<file path="src/rtl/fifo8x8_pkg.sv">
// Shared types and constants for the 8x8 byte FIFO.
// count_next captures the occupancy update rule for accepted writes and reads.
package fifo_pkg;

    localparam int FIFO_WIDTH = 8;
    localparam int FIFO_DEPTH = 8;
    localparam int FIFO_AW    = $clog2(FIFO_DEPTH);

    typedef logic [FIFO_AW:0]      count_t;
    typedef logic [FIFO_AW-1:0]    ptr_t;
    typedef logic [FIFO_WIDTH-1:0] data_t;

    function automatic count_t count_next(count_t cnt, logic wr_go, logic rd_go);
        count_t nxt;
        case ({wr_go, rd_go})
            2'b10:   nxt = cnt + count_t'(1'b1);
            2'b01:   nxt = cnt - count_t'(1'b1);
            default: nxt = cnt;
        endcase
        return nxt;
    endfunction

endpackage

</file>
<file path="src/rtl/fifo8x8_if.sv">
// Producer/consumer handshake and status bundle of the byte FIFO.
interface fifo8x8_if;
    import fifo_pkg::*;

    logic   wren;
    logic   rden;
    data_t  DataIn;
    data_t  DataOut;
    logic   data_out_valid;
    logic   fifo_full;
    logic   fifo_empty;
    count_t fifo_count;
    logic   wr_overflow;
    logic   rd_underflow;

    modport master (
        output wren, rden, DataIn,
        input  DataOut, data_out_valid, fifo_full, fifo_empty,
               fifo_count, wr_overflow, rd_underflow
    );

    modport slave (
        input  wren, rden, DataIn,
        output DataOut, data_out_valid, fifo_full, fifo_empty,
               fifo_count, wr_overflow, rd_underflow
    );
endinterface

</file>
<file path="src/rtl/fifo8x8_mem.sv">
// DEPTH x WIDTH register file: synchronous write, registered read port.
// The array itself is never reset; only the read register is.
module fifo8x8_mem
    import fifo_pkg::*;
(
    input  logic  clk,
    input  logic  rst,
    input  logic  wr_en_i,
    input  ptr_t  wr_addr_i,
    input  data_t wr_data_i,
    input  logic  rd_en_i,
    input  ptr_t  rd_addr_i,
    output data_t rd_data_o
);

    data_t mem_q [FIFO_DEPTH];
    data_t rd_data_q;

    // Storage array write port
    always_ff @(posedge clk) begin
        if (wr_en_i) begin
            mem_q[wr_addr_i] <= wr_data_i;
        end
    end

    // Read register, holds its value between reads
    always_ff @(posedge clk or negedge rst) begin
        if (!rst) begin
            rd_data_q <= data_t'(8'h00);
        end else if (rd_en_i) begin
            rd_data_q <= mem_q[rd_addr_i];
        end
    end

    assign rd_data_o = rd_data_q;

endmodule

</file>
<file path="src/rtl/fifo8x8.sv">
// Single-clock 8-entry byte FIFO with registered status flags and error pulses.
// Full/empty are derived from the occupancy counter, not from pointer compare.
module fifo8x8
    import fifo_pkg::*;
(
    input  logic     clk,
    input  logic     rst,
    fifo8x8_if.slave bus
);

    ptr_t   wr_ptr_q, wr_ptr_d;
    ptr_t   rd_ptr_q, rd_ptr_d;
    count_t count_q,  count_d;
    logic   full_q,   full_d;
    logic   empty_q,  empty_d;
    logic   valid_q,  valid_d;
    logic   ovf_q,    ovf_d;
    logic   udf_q,    udf_d;
    logic   wr_go_s;
    logic   rd_go_s;

    // Acceptance decisions and next-state for pointers, count and flags
    always_comb begin
        wr_go_s  = bus.wren & ~full_q;
        rd_go_s  = bus.rden & ~empty_q;
        if (wr_go_s) begin
            wr_ptr_d = wr_ptr_q + ptr_t'(1'b1);
        end else begin
            wr_ptr_d = wr_ptr_q;
        end
        if (rd_go_s) begin
            rd_ptr_d = rd_ptr_q + ptr_t'(1'b1);
        end else begin
            rd_ptr_d = rd_ptr_q;
        end
        count_d = count_next(count_q, wr_go_s, rd_go_s);
        full_d  = (count_d == count_t'(FIFO_DEPTH));
        empty_d = (count_d == count_t'(1'b0));
        valid_d = rd_go_s;
        ovf_d   = bus.wren & full_q;
        udf_d   = bus.rden & empty_q;
    end

    // Control state register
    always_ff @(posedge clk or negedge rst) begin
        if (!rst) begin
            wr_ptr_q <= ptr_t'(1'b0);
            rd_ptr_q <= ptr_t'(1'b0);
            count_q  <= count_t'(1'b0);
            full_q   <= 1'b0;
            empty_q  <= 1'b1;
            valid_q  <= 1'b0;
            ovf_q    <= 1'b0;
            udf_q    <= 1'b0;
        end else begin
            wr_ptr_q <= wr_ptr_d;
            rd_ptr_q <= rd_ptr_d;
            count_q  <= count_d;
            full_q   <= full_d;
            empty_q  <= empty_d;
            valid_q  <= valid_d;
            ovf_q    <= ovf_d;
            udf_q    <= udf_d;
        end
    end

    fifo8x8_mem u_mem (
        .clk       (clk),
        .rst       (rst),
        .wr_en_i   (wr_go_s),
        .wr_addr_i (wr_ptr_q),
        .wr_data_i (bus.DataIn),
        .rd_en_i   (rd_go_s),
        .rd_addr_i (rd_ptr_q),
        .rd_data_o (bus.DataOut)
    );

    assign bus.data_out_valid = valid_q;
    assign bus.fifo_full      = full_q;
    assign bus.fifo_empty     = empty_q;
    assign bus.fifo_count     = count_q;
    assign bus.wr_overflow    = ovf_q;
    assign bus.rd_underflow   = udf_q;

endmodule

</file>
<file path="src/flat_wrapper.sv">
// flat-port wrapper written by rule: the top's interface ports become plain ports
module fifo8x8_flat import fifo_pkg::*;
  (clk, rst, bus_wren, bus_rden, bus_DataIn, bus_DataOut, bus_data_out_valid, bus_fifo_full, bus_fifo_empty, bus_fifo_count, bus_wr_overflow, bus_rd_underflow);
  fifo8x8_if bus_i ();
  input  logic clk;
  input  logic rst;
  input wire logic [$bits(bus_i.wren)-1:0] bus_wren;
  input wire logic [$bits(bus_i.rden)-1:0] bus_rden;
  input wire logic [$bits(bus_i.DataIn)-1:0] bus_DataIn;
  output wire logic [$bits(bus_i.DataOut)-1:0] bus_DataOut;
  output wire logic [$bits(bus_i.data_out_valid)-1:0] bus_data_out_valid;
  output wire logic [$bits(bus_i.fifo_full)-1:0] bus_fifo_full;
  output wire logic [$bits(bus_i.fifo_empty)-1:0] bus_fifo_empty;
  output wire logic [$bits(bus_i.fifo_count)-1:0] bus_fifo_count;
  output wire logic [$bits(bus_i.wr_overflow)-1:0] bus_wr_overflow;
  output wire logic [$bits(bus_i.rd_underflow)-1:0] bus_rd_underflow;
  assign bus_i.wren = bus_wren;
  assign bus_i.rden = bus_rden;
  assign bus_i.DataIn = bus_DataIn;
  assign bus_DataOut = bus_i.DataOut;
  assign bus_data_out_valid = bus_i.data_out_valid;
  assign bus_fifo_full = bus_i.fifo_full;
  assign bus_fifo_empty = bus_i.fifo_empty;
  assign bus_fifo_count = bus_i.fifo_count;
  assign bus_wr_overflow = bus_i.wr_overflow;
  assign bus_rd_underflow = bus_i.rd_underflow;
  fifo8x8 u_core (.clk(clk), .rst(rst), .bus(bus_i));
endmodule
</file>
<file path="config.mk">
export PLATFORM = sky130hd
export DESIGN_NAME = fifo8x8_flat
export DESIGN_NICKNAME = d
export VERILOG_FILES = /design/src/rtl/fifo8x8_pkg.sv /design/src/rtl/fifo8x8_if.sv /design/src/rtl/fifo8x8_mem.sv /design/src/rtl/fifo8x8.sv /design/src/flat_wrapper.sv
export SDC_FILE = /design/constraint.sdc
export NUM_CORES = 1
export LEC_CHECK = 0
export CAP_MARGIN = 20
export CORE_ASPECT_RATIO = 0.7
export CORE_MARGIN = 2
export CORE_UTILIZATION = 61
export DETAILED_ROUTE_END_ITERATION = 8
export GPL_ROUTABILITY_DRIVEN = 0
export GPL_TIMING_DRIVEN = 0
export PLACE_DENSITY = 0.93
export SLEW_MARGIN = 20
export SYNTH_ARGS = -nofsm -noshare
export SYNTH_HDL_FRONTEND = slang
export SYNTH_SLANG_ARGS = --single-unit
</file>
<file path="constraint.sdc">
create_clock -name clk -period 4.61 [get_ports clk]
set_input_delay 0.922 -clock clk [delete_from_list [all_inputs] [get_ports clk]]
set_output_delay 0.922 -clock clk [all_outputs]
set_load 0.005 [all_outputs]
</file>
==> out/metrics.cfg <==
[setup_path]
crit_path_start = bus_rden
critPathArrivalTime_ps = 4150
cp_top_family = buffers and inverters
critPathMaxStageDelay_ps = 540
critPathSlowestCell = clkbuf_1
path_max_fanout = 10
critPathLaunchType = input port
critPathBufInv = 4
path_class = input port to register
cpMostUsedCell = clkbuf_1
critical_path_depth = 11
r2r_cells = 10
r2r_start = u_core.bus.fifo_empty$_DFF_PN1_
endpoint = u_core.bus.fifo_full$_DFF_PN0_
r2r_end = u_core.bus.fifo_full$_DFF_PN0_
cp.required_ps = 4900
r2r_slack_ps = 1180
crit_chain = clkdlybuf4s50_1 > nand2b_1 > clkbuf_1 > clkbuf_1 > inv_1 > ha_1 > and4b_1 > o21ai_0 > a221oi_1 > xor2_1 > nor2b_1
end_kind = register

[floorplan]
core_sq_um = 5340
start_util_pct = 64.71
die_y_um = 66.98
dieArea_sq_um = 6293
rows = 22
die_width_um = 93.96
boundaryPins = 29

[clock_network]
clkTransAtPathRegs_ps = 80
cts_resized = 0
cts_tree = done
clock_latency_ps = 350
postCtsSetupRepairBufs = 0
cts.path.max_buffers = 2
cts-buffers-inserted = 9
cts-root-buf = clkbuf_8
cts_sinks = 87
h-tree-depth = 3
hold_buffers = 0

[yosys]
ys_ff_latch = 87
ys_seq_area_share_pct = 72.30
yosys_most_used_dff = edfxtp_1
synthMuxAreaShare_pct = 13.07
yosysUniqueCellTypes = 36
syn_nets = 214
synth_common_cells = 64 x edfxtp_1, 22 x dfrtp_1, 21 x nand2_1
synthXorXnorAreaFrac_pct = 1.774
avgSynthCellArea_sq_um = 17.45
yosysMostFrequentCell = edfxtp_1
synthDominantCellAreaShare_pct = 55.61
synth_area_sq_um = 3456
synth_fa_ha_area_share_pct = 1.448
synth_edf_count = 64
synth_area_leaders = edfxtp_1 56%, dfrtp_1 16%, mux4_2 10%
synth_simple_gate_area_share_pct = 6.734
syn_inst = 198
ys.warnings.count = 0
synth_top_family_by_area = multiplexers
synth_compound_area_share_pct = 2.969
synthArstFlopShare_pct = 26.44
synth_area_leader_cell = edfxtp_1

[final_layout]
n_antenna_cell = 0
n_fill_cell = 318
drive_gt1_share_pct = 18.18
fin_nets = 253
finalCoreUtilization_pct = 75.23
area_growth_pct = 16.26
final_cells = 314

[routing]
vias = 1821
drt_iter0_drc = 179
drc = 0
ant_nets = 0
vias_per_cell = 5.799
wl_per_cell_um = 20.02
drt-pass1-iter-count = 4
routed_wl_um = 6285

[outcome]
outcome = finished clean

[timing]
finalSetupViolations = 0
worst_pin_slew_ps = 878.1
fmax_mhz = 258.9
period_minus_slack_ps = 3863
drv_slew = 0
finClkSkew_ps = 4.752
setup_slack_ps = 747.1
relSlewSlack_pct = 41.24
grt_setup_unrepaired = false
fin_crit_sh_pct = 83.79
finalHoldViolations = 0
tns_ps = 0

[pwr]
leakagePower_nw = 1.435
vdd_drop_max_uv = 331.4
power_density_nw_per_um2 = 623.1

[place]
dpl.cell_count = 298
detailed_place_hpwl_um = 4200
pre_cts_ws_ps = 435.1
io_buffers = 28

[grt]
grt.total_usage_pct = 22.77
overflow = 0
grt_pass1_vias = 1836
antenna_found_initial = 0
grt_max_degree = 24
grt_pass1_wl_um = 9901

[worst_hold_path]
hold_path.class = register to register

[run]
drv_cap = 0

==> routing by layer <==
metal	up-vias	track usage, %	part of all wire, %
met4	0	5.978	1.0
met2	69	36.16	50
met3	10	7.127	7.1
met5	-	0	0
li1	831	-	-
met1	911	31.24	42
==> state kept, by name, summed over array words and instances, names as in the netlist, 3 cells and up <==
signal,flops
u_core.u_mem.mem_q,64
u_core.rd_ptr_q,3
u_core.bus.fifo_count,4
u_core.wr_ptr_q,3
u_core.u_mem.rd_data_o,8
==> where the power goes <==
group / leakage (nW) / switching [mW] / internal, mW
Clock: 0.0968 / 0.255 / 0.246
Combinational: 0.478 / 0.423 / 0.440
Sequential: 0.861 / 0.104 / 1.04
==> cell usage in the layout (no fill, tap or decap), types with 2 or more instances in the layout <==
master and count:
nand2_1 21, mux2i_1 8, dfrtp_1 22, nor3_2 2
clkbuf_1 5, nor2_1 9, nand2b_1 3, nand3b_1 2
buf_2 3, clkbuf_8 9, edfxtp_1 64, clkdlybuf4s50_1 27
mux4_2 16, inv_1 3, ha_1 4, clkinv_2 3
o21ai_0 10, xnor2_1 6
==> worst min-delay path by stage <==
stage               cells past startpoint                             startpoint                               endpoint  slack, ps
global placement                        2  u_core.u_mem.rd_data_o[5]$_DFFE_PN0P_  u_core.u_mem.rd_data_o[5]$_DFFE_PN0P_        460
CTS                                     2  u_core.u_mem.rd_data_o[5]$_DFFE_PN0P_  u_core.u_mem.rd_data_o[5]$_DFFE_PN0P_        490
finish                                  2  u_core.u_mem.rd_data_o[5]$_DFFE_PN0P_  u_core.u_mem.rd_data_o[5]$_DFFE_PN0P_        490
detailed placement                      2  u_core.u_mem.rd_data_o[5]$_DFFE_PN0P_  u_core.u_mem.rd_data_o[5]$_DFFE_PN0P_        480
floorplan                               2  u_core.u_mem.rd_data_o[0]$_DFFE_PN0P_  u_core.u_mem.rd_data_o[0]$_DFFE_PN0P_        470
global route                            2  u_core.u_mem.rd_data_o[5]$_DFFE_PN0P_  u_core.u_mem.rd_data_o[5]$_DFFE_PN0P_        520
==> area by class of cell <==
| type | instances | area, sq um | area share, % |
|---|---|---|---|
| Buffer | 9 | 43.79 | 1.090 |
| Clock buffer | 9 | 123.9 | 3.083 |
| Clock inverter | 7 | 62.56 | 1.557 |
| Inverter | 4 | 15.01 | 0.3737 |
| Multi-Input combinational cell | 98 | 908.4 | 22.61 |
| Sequential cell | 87 | 2499 | 62.19 |
| Tap cell | 72 | 90.09 | 2.242 |
| Timing Repair Buffer | 28 | 275.3 | 6.851 |
==> logic make-up after synthesis <==
| family | count (synthesis) |
|---|---|
| AOI/OAI and AO/OA | 16 |
| xor gates and xnor gates | 7 |
| adders and majority gates | 4 |
| buffers and inverters | 13 |
| DFF | 87 |
| muxes | 25 |
| and+or+nand+nor | 46 |
==> worst min-delay path: stages, from the launching register on <==
cell	delay, ps
dfrtp_1	350
nand2_1	40
o21ai_0	60
==> per-stage QoR <==
| step | hold WS [ps] | instance area [sq um] | power (mW) |
|---|---|---|---|
| after global routing | 524.9 | 4018 | 2.636 |
| after floorplan | 473.3 | 3456 | 1.688 |
| after detailed placement | 476.9 | 3836 | 2.024 |
| final | 487.1 | 4018 | 2.503 |
| after global placement | 463.9 | 3826 | 1.962 |
| after CTS | 494.2 | 4023 | 2.518 |
No activity file was read; power rests on OpenSTA's default activity.
